**src/rtl/branch_outcome_tracker_if.sv**
```systemverilog
`default_nettype none
// ============================================================================
// Module   : branch_outcome_tracker_if
// Brief    : Fetch/execute/predictor-facing signal bundle of the tracker.
// Revision : 1.0 - initial release
// ============================================================================
interface branch_outcome_tracker_if #(
    parameter int LOW_ADDR_WIDTH = 8,
    parameter int PTR_WIDTH      = 2
);
    logic                      push_valid;
    logic [LOW_ADDR_WIDTH-1:0] push_addr;
    logic                      push_predict;
    logic                      push_ready;
    logic                      resolve_valid;
    logic                      resolve_taken;
    logic                      flush;
    logic                      renew_valid;
    logic                      last_predict;
    logic [LOW_ADDR_WIDTH-1:0] renew_addr;
    logic                      renew_result;
    logic                      mispredict;
    logic [PTR_WIDTH:0]        count;
    logic                      underflow_err;

    modport master (
        output push_valid, push_addr, push_predict, resolve_valid, resolve_taken, flush,
        input  push_ready, renew_valid, last_predict, renew_addr, renew_result,
               mispredict, count, underflow_err
    );

    modport slave (
        input  push_valid, push_addr, push_predict, resolve_valid, resolve_taken, flush,
        output push_ready, renew_valid, last_predict, renew_addr, renew_result,
               mispredict, count, underflow_err
    );
endinterface
`default_nettype wire

```
**src/rtl/branch_outcome_tracker.sv**
```systemverilog
`default_nettype none
// ============================================================================
// Module   : branch_outcome_tracker
// Brief    : In-order FIFO of in-flight branch predictions; retires the head on
//            resolve and reports the outcome to the predictor one cycle later.
// Revision : 1.0 - initial release
// ============================================================================
module branch_outcome_tracker #(
    parameter int LOW_ADDR_WIDTH = 8,
    parameter int DEPTH          = 4,
    parameter int PTR_WIDTH      = 2
) (
    input  wire logic               clk,
    input  wire logic               rst,
    branch_outcome_tracker_if.slave bus
);

    localparam logic [PTR_WIDTH:0]   c_FULL_COUNT = (PTR_WIDTH+1)'(DEPTH);
    localparam logic [PTR_WIDTH:0]   c_CNT_ONE    = (PTR_WIDTH+1)'(1);
    localparam logic [PTR_WIDTH-1:0] c_PTR_ONE    = PTR_WIDTH'(1);

    // Each entry is {addr, predicted direction}
    logic [LOW_ADDR_WIDTH:0]   r_mem [DEPTH];
    logic [PTR_WIDTH-1:0]      r_wr_ptr;
    logic [PTR_WIDTH-1:0]      r_rd_ptr;
    logic [PTR_WIDTH:0]        r_count;
    logic                      r_renew_valid;
    logic                      r_last_predict;
    logic [LOW_ADDR_WIDTH-1:0] r_renew_addr;
    logic                      r_renew_result;
    logic                      r_mispredict;
    logic                      r_underflow_err;

    logic                      w_full;
    logic                      w_empty;
    logic                      w_pop;
    logic                      w_squash;
    logic                      w_clear;
    logic                      w_push;
    logic [LOW_ADDR_WIDTH-1:0] w_head_addr;
    logic                      w_head_predict;

    assign w_full         = (r_count == c_FULL_COUNT);
    assign w_empty        = (r_count == '0);
    assign w_head_addr    = r_mem[r_rd_ptr][LOW_ADDR_WIDTH:1];
    assign w_head_predict = r_mem[r_rd_ptr][0];
    assign w_pop          = bus.resolve_valid & ~w_empty;
    // A wrong head prediction makes every younger entry wrong-path
    assign w_squash       = w_pop & (w_head_predict != bus.resolve_taken);
    assign w_clear        = w_squash | bus.flush;
    assign w_push         = bus.push_valid & ~w_full & ~w_clear;

    always_ff @(posedge clk) begin
        if (w_push) begin
            r_mem[r_wr_ptr] <= {bus.push_addr, bus.push_predict};
        end
    end

    always_ff @(posedge clk or posedge rst) begin
        if (rst) begin
            r_wr_ptr <= '0;
            r_rd_ptr <= '0;
            r_count  <= '0;
        end else if (w_clear) begin
            r_wr_ptr <= '0;
            r_rd_ptr <= '0;
            r_count  <= '0;
        end else begin
            if (w_push) begin
                r_wr_ptr <= r_wr_ptr + c_PTR_ONE;
            end
            if (w_pop) begin
                r_rd_ptr <= r_rd_ptr + c_PTR_ONE;
            end
            unique case ({w_push, w_pop})
                2'b10:   r_count <= r_count + c_CNT_ONE;
                2'b01:   r_count <= r_count - c_CNT_ONE;
                default: r_count <= r_count;
            endcase
        end
    end

    // Renew fields hold their last values between retirements
    always_ff @(posedge clk or posedge rst) begin
        if (rst) begin
            r_renew_valid   <= 1'b0;
            r_last_predict  <= 1'b0;
            r_renew_addr    <= '0;
            r_renew_result  <= 1'b0;
            r_mispredict    <= 1'b0;
            r_underflow_err <= 1'b0;
        end else begin
            r_renew_valid <= w_pop;
            r_mispredict  <= w_squash;
            if (w_pop) begin
                r_last_predict <= w_head_predict;
                r_renew_addr   <= w_head_addr;
                r_renew_result <= bus.resolve_taken;
            end
            if (bus.resolve_valid & w_empty) begin
                r_underflow_err <= 1'b1;
            end
        end
    end

    assign bus.push_ready    = ~w_full;
    assign bus.renew_valid   = r_renew_valid;
    assign bus.last_predict  = r_last_predict;
    assign bus.renew_addr    = r_renew_addr;
    assign bus.renew_result  = r_renew_result;
    assign bus.mispredict    = r_mispredict;
    assign bus.count         = r_count;
    assign bus.underflow_err = r_underflow_err;

endmodule
`default_nettype wire

```
**src/flat_wrapper.sv**
```systemverilog
// flat-port wrapper written by rule: the top's interface ports become plain ports
module branch_outcome_tracker_flat 
#(
    parameter int LOW_ADDR_WIDTH = 8,
    parameter int DEPTH          = 4,
    parameter int PTR_WIDTH      = 2
)
  (clk, rst, bus_push_valid, bus_push_addr, bus_push_predict, bus_resolve_valid, bus_resolve_taken, bus_flush, bus_push_ready, bus_renew_valid, bus_last_predict, bus_renew_addr, bus_renew_result, bus_mispredict, bus_count, bus_underflow_err);
  branch_outcome_tracker_if #(.LOW_ADDR_WIDTH(LOW_ADDR_WIDTH), .PTR_WIDTH(PTR_WIDTH)) bus_i ();
  input  wire logic clk;
  input  wire logic rst;
  input wire logic [$bits(bus_i.push_valid)-1:0] bus_push_valid;
  input wire logic [$bits(bus_i.push_addr)-1:0] bus_push_addr;
  input wire logic [$bits(bus_i.push_predict)-1:0] bus_push_predict;
  input wire logic [$bits(bus_i.resolve_valid)-1:0] bus_resolve_valid;
  input wire logic [$bits(bus_i.resolve_taken)-1:0] bus_resolve_taken;
  input wire logic [$bits(bus_i.flush)-1:0] bus_flush;
  output wire logic [$bits(bus_i.push_ready)-1:0] bus_push_ready;
  output wire logic [$bits(bus_i.renew_valid)-1:0] bus_renew_valid;
  output wire logic [$bits(bus_i.last_predict)-1:0] bus_last_predict;
  output wire logic [$bits(bus_i.renew_addr)-1:0] bus_renew_addr;
  output wire logic [$bits(bus_i.renew_result)-1:0] bus_renew_result;
  output wire logic [$bits(bus_i.mispredict)-1:0] bus_mispredict;
  output wire logic [$bits(bus_i.count)-1:0] bus_count;
  output wire logic [$bits(bus_i.underflow_err)-1:0] bus_underflow_err;
  assign bus_i.push_valid = bus_push_valid;
  assign bus_i.push_addr = bus_push_addr;
  assign bus_i.push_predict = bus_push_predict;
  assign bus_i.resolve_valid = bus_resolve_valid;
  assign bus_i.resolve_taken = bus_resolve_taken;
  assign bus_i.flush = bus_flush;
  assign bus_push_ready = bus_i.push_ready;
  assign bus_renew_valid = bus_i.renew_valid;
  assign bus_last_predict = bus_i.last_predict;
  assign bus_renew_addr = bus_i.renew_addr;
  assign bus_renew_result = bus_i.renew_result;
  assign bus_mispredict = bus_i.mispredict;
  assign bus_count = bus_i.count;
  assign bus_underflow_err = bus_i.underflow_err;
  branch_outcome_tracker #(.LOW_ADDR_WIDTH(LOW_ADDR_WIDTH), .DEPTH(DEPTH), .PTR_WIDTH(PTR_WIDTH)) u_core (.clk(clk), .rst(rst), .bus(bus_i));
endmodule
```
**config.mk**
```make
export PLATFORM = sky130hd
export DESIGN_NAME = branch_outcome_tracker_flat
export DESIGN_NICKNAME = d
export VERILOG_FILES = /design/src/rtl/branch_outcome_tracker_if.sv /design/src/rtl/branch_outcome_tracker.sv /design/src/flat_wrapper.sv
export SDC_FILE = /design/constraint.sdc
export NUM_CORES = 1
export LEC_CHECK = 0
export BUFFER_PORTS_ARGS = -buffer_cell sky130_fd_sc_hd__buf_2
export CAP_MARGIN = 10
export CELL_PAD_IN_SITES_DETAIL_PLACEMENT = 0
export CELL_PAD_IN_SITES_GLOBAL_PLACEMENT = 2
export CORE_MARGIN = 2
export CORE_UTILIZATION = 43
export DETAILED_ROUTE_END_ITERATION = 6
export PLACE_DENSITY_LB_ADDON = 0.1
export SYNTH_ARGS = -nofsm -noshare
export SYNTH_HDL_FRONTEND = slang
export SYNTH_SLANG_ARGS = --single-unit
```
**constraint.sdc**
```tcl
create_clock -name clk -period 4 [get_ports clk]
set_input_delay 0.6 -clock clk [delete_from_list [all_inputs] [get_ports clk]]
set_output_delay 0.6 -clock clk [all_outputs]
set_load 0.02 [all_outputs]
```
==> impl_results.md, run 1 <==
* Slowest-stage cell, CP: dfrtp_1
* Mean post-synth cell area at 14.3 sq um
* Initial Util at 43.8%
* Max Clock Skew at 6.61 ps
* Final Hold Fails at 0
* Largest family of logic cells by synthesized area: multiplexers
* First drt pass iteration count at 4
* Fin. max-slew vios at 0
* Clock latency on the worst-skew pair at 310 ps
* Rel. slew slack at 41.7%
* Largest net degree at the start of global routing at 21
* Total power draw at 1.38 mW
* # IOs at 32
* Synth Area in Simple Gates at 9.76%
* Number of clock sinks at 56
* DRC viols at 0
* Total of max-cap violations at 0
* Core area at 5440 sq um
* Final min period at 2960 ps
* Crit path top cell by count: a31oi_1
* Area of the multi-input gates at 743 sq um
* Total Routing Usage GR at 15.4%
* Vias per inst at 5.11
* # Post-CTS Setup Buffers at 0
* Xor/xnor share of the synthesized area at 2.52%
* Syn Nets at 187
* CTS Buf Count at 5
* Nets at 217
* Leakage power at 1.07 nW
* RSZ-0062 raised after global routing: false
* Maximum clock frequency at 0.337 GHz
* Setup TNS at 0 ps
* H-tree levels at 2
* Number of global-route vias before repair at 1401
* Critical path's largest stage delay at 780 ps
* Routed Antenna Nets at 0
* DR vias at 1379
* Crit path required time at 4220 ps
* DR iter-0 viols at 62
* Mux contribution to synthesized area at 9.92%
* Die area at 6160 sq um
* CP Max Fanout at 13
* Port bufs at 31
* CTS root buf: clkbuf_8
* Gr ovfl total at 0
* GPL Wtd Cong at 0.738
* CTS tree: yes
* Nature of the critical path endpoint: flop
* Yosys warns at 0
* Crit path kind: reg2reg
* Unique masters post-synth at 33
* Longest Clk Path Bufs at 2
* Core Rows at 27
* Synthesized flop and latch total at 56
* Reg area at 1580 sq um
* Power Density at 511 nW/um^2
* Sequential cell area fraction in the yosys report at 66.3%
* Critical Path AT at 3190 ps
* Share of cells above drive strength 1 at 26.8%
* Status: completed
* Synth Instances at 167
* # diodes at 0
* First-pass GRT wire length at 7.02 mm
* CTS Hold Bufs at 0
* Synthesized cell area at 2380 sq um
* Hold Crit Class: in2async
* Placed wire-length estimate at 3.04 mm
* Layout area overhead at 13.0%
* Die Height at 78.5 um
* Complex-gate fraction of the synthesized area at 6.03%
* Worst VDD drop at 260 uV
* Fin crit share at 74.1%
* Initial antenna violation count at 0
* Die Wd at 78.5 um
* CP Launch Type: flop
* Clk slew on worst S/H paths at 100 ps
* WL/cell at 15.7 um
* # fillers at 503
* Slew @ Worst Pin at 872 ps
* Adder-cell share of the synthesized area at 2.94%
* # setup viols final at 0
* DRT Wirelength at 4.23 mm
* Ordered cell list for the critical path: mux4_2 > xnor2_2 > a31oi_1 > fa_1 > o21ai_0 > a31oi_1 > a21oi_1 > nor3_2
* Cts repair resizes at 0
[report_power, final]
group	total [mW]	leakage, nW	switching (mW)	internal [mW]
combinational	0.309	0.439	0.196	0.113
clock	0.327	0.0511	0.195	0.133
sequential	0.740	0.581	0.0479	0.692
total	1.38	1.07	0.438	0.938
[cells in the final DEF (no fill, tap or decap), types with 2 or more instances in the layout]
| cell | synthesis | final |
|---|---|---|
| o21ai_0 | 2 | 2 |
| a21oi_1 | 6 | 6 |
| edfxtp_1 | 36 | 36 |
| nand2b_1 | 2 | 2 |
| inv_6 | 0 | 2 |
| dfrtp_1 | 20 | 20 |
| mux4_2 | 8 | 8 |
| buf_2 | 3 | 31 |
| nand2_1 | 37 | 37 |
| inv_1 | 7 | 7 |
| nor2_1 | 11 | 11 |
| xnor2_1 | 4 | 4 |
| mux2i_1 | 3 | 3 |
| clkbuf_8 | 0 | 5 |
| ha_1 | 4 | 4 |
| a31oi_1 | 2 | 2 |
[flip-flops by register name, summed over array words and instances (netlist names), 2 cells and up]
name and count:
u_core.r_mem 36, u_core.bus.renew_addr 8, u_core.bus.count 3, u_core.r_rd_ptr 2, u_core.r_wr_ptr 2
[area by class of cell]
class                           count  share of cell area [%]
Multi-Input combinational cell     96                    27.6
Clock buffer                        5                    2.55
Timing Repair Buffer               31                    5.76
Inverter                            7                   0.975
Sequential cell                    56                    58.7
Clock inverter                      3                    1.07
Tap cell                           72                    3.34
[synth_stat cells, drive strengths merged]
master / count / area [sq um]
a21oi: 6 / 30.0
a221o: 1 / 10.0
nor3: 1 / 10.0
nand4b: 1 / 8.76
or3: 1 / 6.26
mux4: 9 / 206
nand2b: 2 / 12.5
nor2: 11 / 41.3
a31oi: 2 / 12.5
a21boi: 1 / 11.3
o221ai: 1 / 8.76
and3b: 1 / 8.76
ha: 4 / 50.1
and3: 1 / 6.26
mux2i: 3 / 30.0
a2111oi: 1 / 8.76
xor2: 1 / 8.76
nand2: 37 / 139
o31ai: 1 / 21.3
buf: 4 / 18.8
dfrtp: 20 / 500
edfxtp: 36 / 1080
fa: 1 / 20.0
a31o: 1 / 8.76
xnor2: 5 / 51.3
o22ai: 1 / 6.26
inv: 7 / 26.3
clkbuf: 4 / 15.0
o21ai: 3 / 26.3
[through the flow]
step	area (sq um)	hold slack, ps	setup WS (ps)	cells	utilization, %
after floorplan	2380	538	1640	167	-
after global placement	2600	446	1160	262	47.7
after detailed placement	2600	451	1070	262	47.7
after CTS	2690	441	1030	270	49.5
after global routing	2690	466	809	270	49.5
final	2690	418	1040	270	49.5
[path summary, 6_finish.rpt]
path	slack (ps)	end	start	depth (start not counted)
worst min-delay path	420	u_core.bus.renew_addr[2]	rst	2
min in group clk	470	u_core.bus.underflow_err	u_core.bus.underflow_err	1
worst max register to register	1040	u_core.bus.count[1]	u_core.r_rd_ptr[0]	8
worst min register to register	470	u_core.bus.underflow_err	u_core.bus.underflow_err	1
worst max-delay path	1040	u_core.bus.count[1]	u_core.r_rd_ptr[0]	8
max in group asynchronous	3090	u_core.r_wr_ptr[1]	rst	2
[kinds of logic after synthesis]
| logic type | count (synthesis) |
|---|---|
| compound gates | 18 |
| buf+inv | 15 |
| flops | 56 |
| fa+ha+maj | 5 |
| mux | 12 |
| simple gates | 55 |
| xor+xnor | 6 |
[layer usage]
metal / vias up / global-route usage, % / routed length, um
met5: - / 0 / 0
li1: 652 / - / -
met2: 37 / 25.9 / 2090
met4: 0 / 5.79 / 93
met1: 682 / 19.3 / 1870
met3: 8 / 3.91 / 179
[critical path: cells and delay by family, from the launching register on]
family                     cells  cell delay (ps)
AOI/OAI and AO/OA              4              490
xor gates and xnor gates       1              240
adders and majority gates      1              530
DFF                            1              780
muxes                          1              640
and+or+nand+nor                1              200
Power figures use the tool's default switching activity.
==> run 2, diff against run 1 <==
--- a/config.mk
+++ b/config.mk
@@ -10,7 +10,7 @@
 export CELL_PAD_IN_SITES_DETAIL_PLACEMENT = 0
 export CELL_PAD_IN_SITES_GLOBAL_PLACEMENT = 2
 export CORE_MARGIN = 2
-export CORE_UTILIZATION = 43
+export CORE_UTILIZATION = 40
 export DETAILED_ROUTE_END_ITERATION = 6
 export PLACE_DENSITY_LB_ADDON = 0.1
 export SYNTH_ARGS = -nofsm -noshare
==> constraint.sdc (replaced) <==
create_clock -name clk -period 3 [get_ports clk]
set_input_delay 0.45 -clock clk [delete_from_list [all_inputs] [get_ports clk]]
set_output_delay 0.45 -clock clk [all_outputs]
set_load 0.02 [all_outputs]
==> run 2 against run 1 <==
Effect of this change:
- first-iteration DRC count decreased by 24%
- non-clock buffer count rose by 3
- register-to-register slack worse by 480 ps
- highest routed layer unchanged
- sequential power rose by 32%
- critical path depth did not move
- total power is 37% higher
- flip-flop and latch count did not move
- clock power increased by 48%
==> impl_results.md, run 2 (same netlist as run 1, synthesis figures left out) <==
* Total of max-cap violations at 0 (unchanged)
* DR iter-0 viols at 47 (-24%)
* Slew @ Worst Pin at 867 ps (-5.13 ps)
* Power Density at 690 nW/um^2 (+35%)
* Switching pwr at 0.555 mW (+27%)
* CP delay by family, top: multiplexers
* Initial Util at 40.8% (-3.1 points)
* Post-route design area at 2730 sq um (+1.5%)
* Net Sw Frac at 29.4% (-2.4 points)
* Crit path kind: reg2reg
* Most flops, register: u_core.r_mem
* Number of clock sinks at 56 (unchanged)
* DRC viols at 0 (unchanged)
* Most frequent cells in the layout: nand2_1, edfxtp_1, buf_2, dfrtp_1, nor2_1
* Worst VDD drop at 315 uV (+21%)
* Clk slew on worst S/H paths at 100 ps (about the same)
* First drt pass iteration count at 4 (unchanged)
* Nature of the critical path endpoint: flop
* Layout area overhead at 14.6%
* Ordered cell list for the critical path: mux4_2 > xnor2_2 > a31oi_1 > fa_1 > o21ai_0 > a31oi_1 > a21oi_1 > nor3_2
* Rel. slew slack at 42.0% (+0.34 points)
* Maximum clock frequency at 0.410 GHz (+21%)
* Crit path required time at 3230 ps (-990 ps)
* Core Rows at 28 (+3.7%)
* Final Hold Fails at 0 (unchanged)
* Finished Layout Cells at 276 (+2.2%)
* Placed wire-length estimate at 2.84 mm (-6.8%)
* Worst Path Buf+Inv at 0 (unchanged)
* CTS Hold Bufs at 0 (unchanged)
* Total Routing Usage GR at 13.3% (-2.1 points)
* Gr ovfl total at 0 (unchanged)
* P_int at 1.33 mW (+42%)
* Placed insts at 268 (+2.3%)
* Sequential power share at 51.9% (-1.9 points)
* # Post-CTS Setup Buffers at 0 (unchanged)
* Vias per inst at 4.95 (-3.0%)
* Largest net degree at the start of global routing at 21 (unchanged)
* M3 GR Usage at 3.33% (-0.57 points)
* Clock latency on the worst-skew pair at 310 ps (about the same)
* Busiest grt layer: met2
* Most common cell after layout, fill and taps aside: nand2_1
* Nets at 220 (+1.4%)
* Number of global-route vias before repair at 1297 (-7.4%)
* # IOs at 32 (unchanged)
* DRT Wirelength at 3.95 mm (-6.5%)
* Cts repair resizes at 0 (unchanged)
* Port bufs at 31 (unchanged)
* Max Clock Skew at 8.88 ps (+2.28 ps)
* Fin crit share at 81.4% (+7.3 points)
* Setup TNS at 0 ps (unchanged)
* Initial antenna violation count at 0 (unchanged)
* RSZ-0062 raised after global routing: false
* Hold Crit Class: in2async
* Share of cells above drive strength 1 at 27.4% (+0.60 points)
* CTS Buf Count at 5 (unchanged)
* Critical Path AT at 2670 ps (-520 ps)
* Critical path's largest stage delay at 530 ps (-250 ps)
* Final core occ at 46.7% (-2.8 points)
* Die Height at 81.2 um (+3.5%)
* CTS tree: yes
* Routed Antenna Nets at 0 (unchanged)
* Die area at 6600 sq um (+7.1%)
* Met2 Track Usage GR at 19.4% (-6.4 points)
* H-tree levels at 2 (unchanged)
* CP Launch Type: flop
* WL/cell at 14.3 um (-8.6%)
* # diodes at 0 (unchanged)
* Clk pwr share at 25.6% (+1.8 points)
* GPL Wtd Cong at 0.703 (-4.8%)
* Comb power frac at 22.5% (about the same)
* Area after DPL at 2620 sq um (+1.0%)
* CTS root buf: clkbuf_8
* # fillers at 498 (-0.99%)
* Max reg flops at 36 (unchanged)
* Core area at 5850 sq um (+7.6%)
* Slowest-stage cell, CP: mux4_2
* GR Layer Usage met1 at 18.9% (-0.36 points)
* DR vias at 1367 (-0.87%)
* # setup viols final at 0 (unchanged)
* Longest Clk Path Bufs at 2 (unchanged)
* Die Wd at 81.2 um (+3.5%)
* Final min period at 2440 ps (-522 ps)
* First-pass GRT wire length at 6.35 mm (-9.5%)
* CP Max Fanout at 3 (-10)
* Crit path top cell by count: a31oi_1
* Fin. max-slew vios at 0 (unchanged)
* Leakage power at 1.09 nW (+1.9%)
* Status: completed
run 2: final timing paths:
kind                                    startpoint                       end  slack, ps  cells after the start
setup / recovery                u_core.r_mem[2][0]       u_core.bus.count[1]        560                      8
hold / removal                                 rst  u_core.bus.renew_addr[5]        250                      2
setup reg to reg                u_core.r_mem[2][0]       u_core.bus.count[1]        560                      8
hold reg to reg            u_core.bus.renew_result   u_core.bus.renew_result        480                      2
max in group asynchronous                      rst        u_core.r_rd_ptr[0]       2280                      2
min in group clk                         bus_flush        u_core.r_rd_ptr[1]        330                      2
run 2: worst reg2reg max path: cells and delay by family, from the launching register on:
family                   cells  cell delay, ps
flip-flops                   1             430
multiplexers                 1             530
AO/OA/AOI/OAI                4             470
AND/OR/NAND/NOR              1             160
XOR/XNOR                     1             250
adder cells (fa/ha/maj)      1             530
run 2: final cells by class:
| class | instances | area, sq um | area share, % |
|---|---|---|---|
| well taps | 75 | 93.8 | 3.43 |
| inverters | 7 | 26.3 | 0.961 |
| multi-input cells | 96 | 743 | 27.2 |
| clock inverters | 2 | 38.8 | 1.42 |
| clock buffers | 6 | 72.6 | 2.65 |
| flip-flops and latches | 56 | 1580 | 57.8 |
| repair buffers | 34 | 178 | 6.50 |
run 2: layer usage:
metal	wire (um)	share of wire (%)
met1	1960	50
met2	1710	43
met3	219	5.5
met4	68	1.7
met5	0	0
run 2: power groups by stage:
| stage | combinational [mW] | sequential, mW | clock, mW |
|---|---|---|---|
| 4_1_cts | 0.431 | 0.980 | 0.511 |
| 3_5_place_dp | 0.429 | 0.998 | 0 |
| 3_3_place_gp | 0.426 | 0.992 | 0 |
| 5_1_grt | 0.473 | 0.993 | 0.534 |
| 6_report | 0.424 | 0.978 | 0.484 |
| 2_1_floorplan | 0.197 | 1.09 | 0 |
run 2: through the flow:
stage / total power, mW / hold WS (ps) / setup slack [ps]
2_1_floorplan: 1.28 / 414 / 641
3_3_place_gp: 1.42 / 450 / 640
3_5_place_dp: 1.43 / 458 / 571
4_1_cts: 1.92 / 269 / 555
5_1_grt: 2.00 / 320 / 428
6_report: 1.89 / 253 / 559
